$ cat src/rtl/riscv_state_pkg.sv
// Shared types for the CSR access path of the state unit.
//   csr_op_t        : read-modify-write flavour requested by EX / debug
//   csr_arb_state_t : sequencing states of the CSR port arbiter
//   csr_owner_t     : which requester currently owns the CSR port
//   csr_op_writes() : does an access of this op actually write the CSR
package riscv_state_pkg;

    localparam int CSR_ADDR_W = 12;

    typedef enum logic [1:0] {
        CSR_RD  = 2'b00,
        CSR_WR  = 2'b01,
        CSR_SET = 2'b10,
        CSR_CLR = 2'b11
    } csr_op_t;

    typedef enum logic [1:0] {
        IDLE  = 2'b00,
        READ  = 2'b01,
        WRITE = 2'b10,
        RESP  = 2'b11
    } csr_arb_state_t;

    typedef enum logic {
        OWNER_EX  = 1'b0,
        OWNER_DBG = 1'b1
    } csr_owner_t;

    // SET/CLEAR with an all-zero mask cannot change the CSR, so the write is skipped.
    function automatic logic csr_op_writes(input csr_op_t op, input logic mask_zero);
        logic wr;
        case (op)
            CSR_RD:  wr = 1'b0;
            CSR_WR:  wr = 1'b1;
            CSR_SET: wr = ~mask_zero;
            CSR_CLR: wr = ~mask_zero;
            default: wr = 1'b0;
        endcase
        return wr;
    endfunction

endpackage

$ cat src/rtl/riscv_rr_arb2.sv
// Two-way request arbiter with a last-granted pointer.
//   clk_i/rst_i : clock, synchronous active-high reset
//   en_i        : grants may only be issued when high
//   req0_i/1_i  : requests (0 = EX side, 1 = debug side)
//   gnt0_o/1_o  : combinational one-hot grant
// FIXED_PRIO=1 gives requester 1 fixed priority; 0 alternates on ties.
module riscv_rr_arb2 #(
    parameter bit FIXED_PRIO = 1'b1
) (
    input  logic clk_i,
    input  logic rst_i,
    input  logic en_i,
    input  logic req0_i,
    input  logic req1_i,
    output logic gnt0_o,
    output logic gnt1_o
);

    // 1: requester 1 was granted last, so requester 0 wins the next tie
    logic last1_q;
    logic last1_d;

    // Grant selection
    always_comb begin
        gnt0_o = 1'b0;
        gnt1_o = 1'b0;
        if (en_i) begin
            if (req0_i && req1_i) begin
                if (FIXED_PRIO) begin
                    gnt1_o = 1'b1;
                end else if (last1_q) begin
                    gnt0_o = 1'b1;
                end else begin
                    gnt1_o = 1'b1;
                end
            end else begin
                gnt0_o = req0_i;
                gnt1_o = req1_i;
            end
        end else begin
            gnt0_o = 1'b0;
            gnt1_o = 1'b0;
        end
    end

    // Pointer next state: follows every grant
    always_comb begin
        last1_d = last1_q;
        if (gnt0_o) begin
            last1_d = 1'b0;
        end else if (gnt1_o) begin
            last1_d = 1'b1;
        end else begin
            last1_d = last1_q;
        end
    end

    // Pointer register; reset as if requester 1 went last
    always_ff @(posedge clk_i) begin
        if (rst_i) begin
            last1_q <= 1'b1;
        end else begin
            last1_q <= last1_d;
        end
    end

endmodule

$ cat src/rtl/riscv_csr_arb.sv
// Arbitrates the single CSR read/write port of the state unit between the
// EX-stage requester and the debug requester, performing READ / WRITE / SET /
// CLEAR accesses as read-modify-write sequences IDLE -> READ -> [WRITE] -> RESP.
//   clk, rst                 : clock, synchronous active-high reset
//   ex_*/dbg_* req/op/addr/wdata : requester inputs, held until gnt
//   ex_*/dbg_* gnt           : combinational accept (IDLE only)
//   ex_*/dbg_* done/rdata/err: registered response (old CSR value, illegal flag)
//   csr_addr/re/rval/err     : CSR file read side
//   csr_we/wval              : CSR file write side
module riscv_csr_arb
    import riscv_state_pkg::*;
#(
    parameter int XLEN     = 32,
    parameter bit DBG_PRIO = 1'b1
) (
    input  logic                  clk,
    input  logic                  rst,
    input  logic                  ex_req,
    input  logic [1:0]            ex_op,
    input  logic [CSR_ADDR_W-1:0] ex_addr,
    input  logic [XLEN-1:0]       ex_wdata,
    output logic                  ex_gnt,
    output logic                  ex_done,
    output logic [XLEN-1:0]       ex_rdata,
    output logic                  ex_err,
    input  logic                  dbg_req,
    input  logic [1:0]            dbg_op,
    input  logic [CSR_ADDR_W-1:0] dbg_addr,
    input  logic [XLEN-1:0]       dbg_wdata,
    output logic                  dbg_gnt,
    output logic                  dbg_done,
    output logic [XLEN-1:0]       dbg_rdata,
    output logic                  dbg_err,
    output logic [CSR_ADDR_W-1:0] csr_addr,
    output logic                  csr_re,
    input  logic [XLEN-1:0]       csr_rval,
    input  logic                  csr_err,
    output logic                  csr_we,
    output logic [XLEN-1:0]       csr_wval
);

    csr_arb_state_t        state_q,      state_d;
    csr_owner_t            owner_q,      owner_d;
    csr_op_t               op_q,         op_d;
    logic [CSR_ADDR_W-1:0] addr_q,       addr_d;
    logic [XLEN-1:0]       wdata_q,      wdata_d;
    logic [XLEN-1:0]       resp_rdata_q, resp_rdata_d;
    logic                  resp_err_q,   resp_err_d;
    logic [XLEN-1:0]       wval_q,       wval_d;
    logic                  ex_done_q,    ex_done_d;
    logic [XLEN-1:0]       ex_rdata_q,   ex_rdata_d;
    logic                  ex_err_q,     ex_err_d;
    logic                  dbg_done_q,   dbg_done_d;
    logic [XLEN-1:0]       dbg_rdata_q,  dbg_rdata_d;
    logic                  dbg_err_q,    dbg_err_d;
    logic                  arb_en_s;
    logic                  resp_enter_s;

    // Grants are only possible from IDLE and never while reset is asserted
    assign arb_en_s = (state_q == IDLE) && !rst;

    riscv_rr_arb2 #(
        .FIXED_PRIO (DBG_PRIO)
    ) u_arb (
        .clk_i  (clk),
        .rst_i  (rst),
        .en_i   (arb_en_s),
        .req0_i (ex_req),
        .req1_i (dbg_req),
        .gnt0_o (ex_gnt),
        .gnt1_o (dbg_gnt)
    );

    assign csr_re    = (state_q == READ)  && !rst;
    assign csr_we    = (state_q == WRITE) && !rst;
    assign csr_addr  = addr_q;
    assign csr_wval  = wval_q;
    assign ex_done   = ex_done_q;
    assign ex_rdata  = ex_rdata_q;
    assign ex_err    = ex_err_q;
    assign dbg_done  = dbg_done_q;
    assign dbg_rdata = dbg_rdata_q;
    assign dbg_err   = dbg_err_q;

    // FSM next state, request latching and RMW datapath
    always_comb begin
        state_d      = state_q;
        owner_d      = owner_q;
        op_d         = op_q;
        addr_d       = addr_q;
        wdata_d      = wdata_q;
        resp_rdata_d = resp_rdata_q;
        resp_err_d   = resp_err_q;
        wval_d       = wval_q;
        case (state_q)
            IDLE: begin
                if (dbg_gnt) begin
                    state_d = READ;
                    owner_d = OWNER_DBG;
                    op_d    = csr_op_t'(dbg_op);
                    addr_d  = dbg_addr;
                    wdata_d = dbg_wdata;
                end else if (ex_gnt) begin
                    state_d = READ;
                    owner_d = OWNER_EX;
                    op_d    = csr_op_t'(ex_op);
                    addr_d  = ex_addr;
                    wdata_d = ex_wdata;
                end else begin
                    state_d = IDLE;
                end
            end
            READ: begin
                resp_rdata_d = csr_rval;
                resp_err_d   = csr_err;
                if (csr_err) begin
                    state_d = RESP;
                end else if (csr_op_writes(op_q, (wdata_q == {XLEN{1'b0}}))) begin
                    state_d = WRITE;
                    // Precompute the write value from the value captured this cycle
                    case (op_q)
                        CSR_SET: wval_d = csr_rval | wdata_q;
                        CSR_CLR: wval_d = csr_rval & ~wdata_q;
                        default: wval_d = wdata_q;
                    endcase
                end else begin
                    state_d = RESP;
                end
            end
            WRITE:   state_d = RESP;
            RESP:    state_d = IDLE;
            default: state_d = IDLE;
        endcase
    end

    // Response registers load on entry to RESP so done and data appear together
    always_comb begin
        resp_enter_s = (state_d == RESP) && (state_q != RESP);
        ex_done_d    = resp_enter_s && (owner_q == OWNER_EX);
        dbg_done_d   = resp_enter_s && (owner_q == OWNER_DBG);
        ex_rdata_d   = ex_rdata_q;
        ex_err_d     = ex_err_q;
        dbg_rdata_d  = dbg_rdata_q;
        dbg_err_d    = dbg_err_q;
        if (ex_done_d) begin
            ex_rdata_d = resp_rdata_d;
            ex_err_d   = resp_err_d;
        end else if (dbg_done_d) begin
            dbg_rdata_d = resp_rdata_d;
            dbg_err_d   = resp_err_d;
        end else begin
            ex_rdata_d = ex_rdata_q;
        end
    end

    // State and datapath registers; reset abandons any access in flight
    always_ff @(posedge clk) begin
        if (rst) begin
            state_q      <= IDLE;
            owner_q      <= OWNER_EX;
            op_q         <= CSR_RD;
            addr_q       <= {CSR_ADDR_W{1'b0}};
            wdata_q      <= {XLEN{1'b0}};
            resp_rdata_q <= {XLEN{1'b0}};
            resp_err_q   <= 1'b0;
            wval_q       <= {XLEN{1'b0}};
            ex_done_q    <= 1'b0;
            ex_rdata_q   <= {XLEN{1'b0}};
            ex_err_q     <= 1'b0;
            dbg_done_q   <= 1'b0;
            dbg_rdata_q  <= {XLEN{1'b0}};
            dbg_err_q    <= 1'b0;
        end else begin
            state_q      <= state_d;
            owner_q      <= owner_d;
            op_q         <= op_d;
            addr_q       <= addr_d;
            wdata_q      <= wdata_d;
            resp_rdata_q <= resp_rdata_d;
            resp_err_q   <= resp_err_d;
            wval_q       <= wval_d;
            ex_done_q    <= ex_done_d;
            ex_rdata_q   <= ex_rdata_d;
            ex_err_q     <= ex_err_d;
            dbg_done_q   <= dbg_done_d;
            dbg_rdata_q  <= dbg_rdata_d;
            dbg_err_q    <= dbg_err_d;
        end
    end

endmodule

$ cat config.mk
export PLATFORM = sky130hd
export DESIGN_NAME = riscv_csr_arb
export DESIGN_NICKNAME = d
export VERILOG_FILES = /design/src/rtl/riscv_state_pkg.sv /design/src/rtl/riscv_rr_arb2.sv /design/src/rtl/riscv_csr_arb.sv
export SDC_FILE = /design/constraint.sdc
export NUM_CORES = 1
export LEC_CHECK = 0
export CAP_MARGIN = 15
export CORE_ASPECT_RATIO = 0.9
export CORE_MARGIN = 4
export CORE_UTILIZATION = 35
export CTS_BUF_LIST = sky130_fd_sc_hd__clkbuf_8 sky130_fd_sc_hd__clkbuf_16
export DETAILED_ROUTE_END_ITERATION = 16
export GPL_ROUTABILITY_DRIVEN = 0
export PLACE_DENSITY = 0.62
export RECOVER_POWER = 25
export SYNTH_ARGS = -nofsm -noshare
export SYNTH_HDL_FRONTEND = slang
export SYNTH_HIERARCHICAL = 1
export SYNTH_SLANG_ARGS = --single-unit
$ cat constraint.sdc
create_clock -name clk -period 4.89 [get_ports clk]
set_input_delay 1.467 -clock clk [delete_from_list [all_inputs] [get_ports clk]]
set_output_delay 1.467 -clock clk [all_outputs]
set_load 0.02 [all_outputs]
# Word-level counts from Yosys, hierarchy flattened
# Index checks and enable logic that the tools add are counted.
[classes] muxes=23 n_bitwise=7 eq_ne=8 reduce_logical=16
[ops] cell="32-bit two-way mux" n=3
[ops] cell="32-bit case mux with 2 select lines" n=1
[ops] cell="32-bit AND" n=1
[ops] cell="32-bit logical NOT" n=1
[ops] cell="32-bit inverter" n=1
[ops] cell="32-bit OR" n=1
[ops] cell="12-bit two-way mux" n=2
[ops] cell="1-bit two-way mux" n=13
[ops] cell="2-bit equality test (second input constant)" n=5
[ops] cell="2-bit case mux with 4 select lines" n=1
[ops] cell="1-bit logical AND" n=7
[ops] cell="2-bit by 1-bit equality test with 1-bit output (second input constant)" n=2
[ops] cell="2-bit logical NOT" n=2
[ops] cell="2-bit two-way mux" n=2
[ops] cell="1-bit inverter" n=4
[ops] cell="2-bit AND reduction" n=2
[ops] cell="1-bit case mux with 3 select lines" n=1
[ops] cell="3-bit AND reduction" n=1
[ops] cell="2-bit != test (second input constant)" n=1
[ops] cell="2-bit nonzero test" n=1
[ops] cell="2-bit OR reduction" n=1
[ops] cell="1-bit logical NOT" n=1
[totals] ff_bits=182 in_bits=129

# Logic depth before layout (Yosys ltp)
[logic_depth] depth_word=13 depth_mapped=12

# Hierarchy
# The synthesis kept the hierarchy.
[by_module_without_submodules] mod="riscv_csr_arb" seq_area_each_um2=3643.5 n_inst=1 cells_each=781 area_per_inst_um2=7607.3
[by_module_without_submodules] mod="riscv_rr_arb2" seq_area_each_um2=0.0 n_inst=1 cells_each=2 area_per_inst_um2=16.3

# Worst setup path before layout
# OpenSTA, ideal clock, no wires.
[synth_timing] kind="input to output" from="in rst" to="out csr_re" n_path_buf=3 arrival_ns=2.454 path_stages=4 t_required_ns=3.423 path_slack_ns=0.969 path_cell_list="clkbuf_1 clkbuf_1 buf_1 nor2_1"
[synth_between] elab_chain_len=2
[synth_rtl] item="start, declared" line="riscv_csr_arb.sv:17" rtl="input logic rst,"
[synth_rtl] item="1-bit logical NOT" line="riscv_csr_arb.sv:74" rtl="assign csr_re = (state_q == READ) && !rst;"
[synth_rtl] item="1-bit logical AND" line="riscv_csr_arb.sv:74"
[synth_rtl] item="end, declared" line="riscv_csr_arb.sv:35" rtl="output logic csr_re,"
# No other way between the ends.

# Final worst setup path
[layout_timing] from="in dbg_req" to="out ex_gnt"
[layout_between] elab_chain_len=3
[layout_rtl] item="start, declared" line="riscv_csr_arb.sv:26" rtl="input logic dbg_req,"
[layout_rtl] item="1-bit logical AND" line="riscv_rr_arb2.sv:28" rtl="if (req0_i && req1_i) begin"
[layout_rtl] item="1-bit two-way mux" line="riscv_rr_arb2.sv:28"
[layout_rtl] item="1-bit two-way mux" line="riscv_rr_arb2.sv:27" rtl="if (en_i) begin"
[layout_rtl] item="end, declared" line="riscv_csr_arb.sv:22" rtl="output logic ex_gnt,"
# No other way between the ends.

==> flow_summary.json <==
{
  "grt_max_degree": 93,
  "clock_latency_ns": 0.43,
  "violations": "max-capacitance violations, max-slew violations",
  "ios": 245,
  "synth_top_cell_area_share_pct": 47.79,
  "ys_seq_area_share_pct": 47.79,
  "finalWirelength_um": 22000,
  "cts-hold-fix-buffers": 0,
  "via_per_inst": 4.804,
  "start_util_pct": 36.16,
  "p_seq_share_pct": 38.5,
  "rows": 50,
  "fin_area_mm2": 0.01088,
  "dpl.hpwl_um": 15370,
  "drc": 0,
  "synth_cells": 783,
  "ys_seq_elements": 182,
  "hold_violations": 0,
  "p_comb_share_pct": 34.1,
  "crit_path_max_fanout": 4,
  "drt_iter0_drc": 336,
  "cts_tree": "yes",
  "ys_warn_count": 6,
  "whs_path_depth": 2,
  "grt-ovfl-total": 0,
  "critPathRequiredTime_ns": 3.42,
  "async_flop_share_pct": 0,
  "post_drt_wl_per_cell_um": 16.97,
  "p_sw_uw": 1755,
  "cts_root_buf": "clkbuf_16",
  "status": "complete, but fails checks",
  "cts_max_path_buffers": 2,
  "final_max_slew_viol_count": 137,
  "critPathArrivalTime_ns": 2.83,
  "rrSetupSlack_ns": 1.42,
  "grt_pass1_vias": 5963,
  "synth_nets": 917,
  "fin_crit_sh_pct": 87.83,
  "rr_startpoint": "state_q[1]",
  "cts_resized": 0,
  "rr_worst_depth": 9,
  "leakagePower_uw": 0.004165,
  "fp.dieH_um": 148.0,
  "synth_cell_type_count": 33,
  "critPathLaunch": "dbg_req",
  "synth_area_mm2": 0.007624,
  "max-cap-violations": 2,
  "p_clk_share_pct": 27.4,
  "synth-main-ff-cell": "dfxtp_1",
  "intPower_uw": 3182,
  "nets": 1131,
  "post-cts-setup-buffers": 0,
  "htreeDepth": 4,
  "cp-endpoint": "ex_gnt",
  "die_w_um": 163.6,
  "swShare_pct": 35.55,
  "syn2layout_area_growth_pct": 42.66,
  "critPathKind": "in -> out",
  "vias": 6226,
  "synth_area_leaders": "dfxtp_1 48%, mux2i_1 11%, a211oi_1 7.5%",
  "skew_ns": 0.01568,
  "critPathCaptureType": "primary output",
  "placed_cell_area_mm2": 0.01027,
  "synth_largest_area_cell": "dfxtp_1",
  "period_needed_ns": 4.295,
  "tns_ns": 0,
  "grt_pass1_wl_um": 33480,
  "clkSinkCount": 182,
  "grtUsageTotal_pct": 17.63,
  "core_mm2": 0.02108,
  "regArea_mm2": 0.003645,
  "numCtsBuffers": 17,
  "fin_total_pwr_uw": 4937,
  "clk_pin_slew_worst_paths_ns": 0.07,
  "fillers": 2041,
  "r2r-end": "csr_addr[7]",
  "drt_pre_antenna_iters": 5,
  "ir_drop_uv": 199.0,
  "start_kind": "input port",
  "dieArea_mm2": 0.02421,
  "synth_edf_count": 0,
  "syn_avg_cell_area_um2": 9.736,
  "antenna_left": 0,
  "fin_hold_ws_ns": 0.4934,
  "tightest_slew_ns": 1.801,
  "power_density_mw_per_mm2": 454.0,
  "antenna_cells": 0,
  "maxSlewHeadroom_pct": -20.04,
  "fmax_ghz": 0.2328,
  "setup_viol": 0,
  "rsz0062_at_grt": "no",
  "io_buffers": 244,
  "antenna_found_initial": 0,
  "layout-drive-gt1-share_pct": 7.624,
  "hold_class": "reg -> reg",
  "multi_input_area_mm2": 0.003699
}
-- worst min-delay path by stage --
stage / startpoint / to / slack, ns
finish: csr_wval[30] / csr_wval[30] / 0.49
global route: csr_wval[27] / csr_wval[27] / 0.51
CTS: csr_wval[30] / csr_wval[30] / 0.50
detailed placement: csr_wval[30] / csr_wval[30] / 0.48
global placement: csr_wval[0] / csr_wval[0] / 0.47
floorplan: owner_q / ex_done / 0.47
-- layer usage --
layer  track usage (%)  share of wire [%]
met5                 0                  0
met1             23.08                 45
met2             27.57                 44
met3             6.942                9.9
met4             4.025                1.0
-- cells in the mapped netlist, drive strengths merged, types with 4 or more instances --
cell type / number
a211oi: 76
a21oi: 32
a31oi: 4
buf: 25
clkbuf: 36
dfxtp: 182
ha: 5
inv: 4
mux2: 66
mux2i: 83
nand2: 31
nor2: 144
nor2b: 69
nor3: 5
nor4: 6
-- power groups by stage --
stage               sequential [µW]  combinational, µW  clock [µW]
global placement               1930               1690           0
CTS                            1900               1710        1380
finish                         1900               1680        1350
floorplan                      2000               1020           0
global route                   1940               1860        1460
detailed placement             1930               1700           0
-- state kept, by name (all words and copies together), names as in the netlist --
signal and flops:
csr_wval 32, dbg_rdata 32, ex_rdata 32, resp_rdata_q 32, wdata_q 32, csr_addr 12
op_q 2, state_q 2, dbg_done 1, dbg_err 1, ex_done 1, ex_err 1
owner_q 1, resp_err_q 1
-- worst max-delay path: stages --
cell             delay [ns]
clkdlybuf4s50_1        0.42
and3b_1                0.31
clkdlybuf4s50_1        0.64
-- cell type report --
| type | instances | share of cell area [%] |
|---|---|---|
| tap | 286 | 3.290 |
| timing repair buffer | 256 | 23.67 |
| clock inverter | 13 | 1.220 |
| sequential | 182 | 33.51 |
| clock buffer | 19 | 4.165 |
| multi-input combinational | 536 | 34.01 |
| inverter | 4 | 0.1381 |
-- per-stage QoR --
step,util [%],setup WS [ns],cells
after global routing,51.58,0.4771,1296
after CTS,51.48,0.5788,1295
after global placement,48.71,0.6067,1263
after floorplan,-,0.9687,783
after detailed placement,48.71,0.5960,1263
final,51.58,0.5950,1296
-- kinds of logic after synthesis --
| group | count (synthesis) | synth area share, % |
|---|---|---|
| AO/OA/AOI/OAI | 118 | 10.54 |
| adder cells (fa/ha/maj) | 5 | 0.8206 |
| AND/OR/NAND/NOR | 264 | 16.25 |
| buffers and inverters | 65 | 3.955 |
| flip-flops | 182 | 47.79 |
| multiplexers | 149 | 20.65 |
-- placed cells by master (no fill, tap or decap), types with 5 or more instances in the layout --
master           count
nor2_1             144
dlygate4sd3_1       45
clkdlybuf4s50_1    198
mux2i_1             83
a21oi_1             32
buf_4                7
clkbuf_16           17
nand2_1             31
mux2_1              42
a211oi_1            76
dfxtp_1            181
mux2_2              24
nor2b_1             69
nor4_1               6
nor3_1               5
No activity file was read; power rests on OpenSTA's default activity.
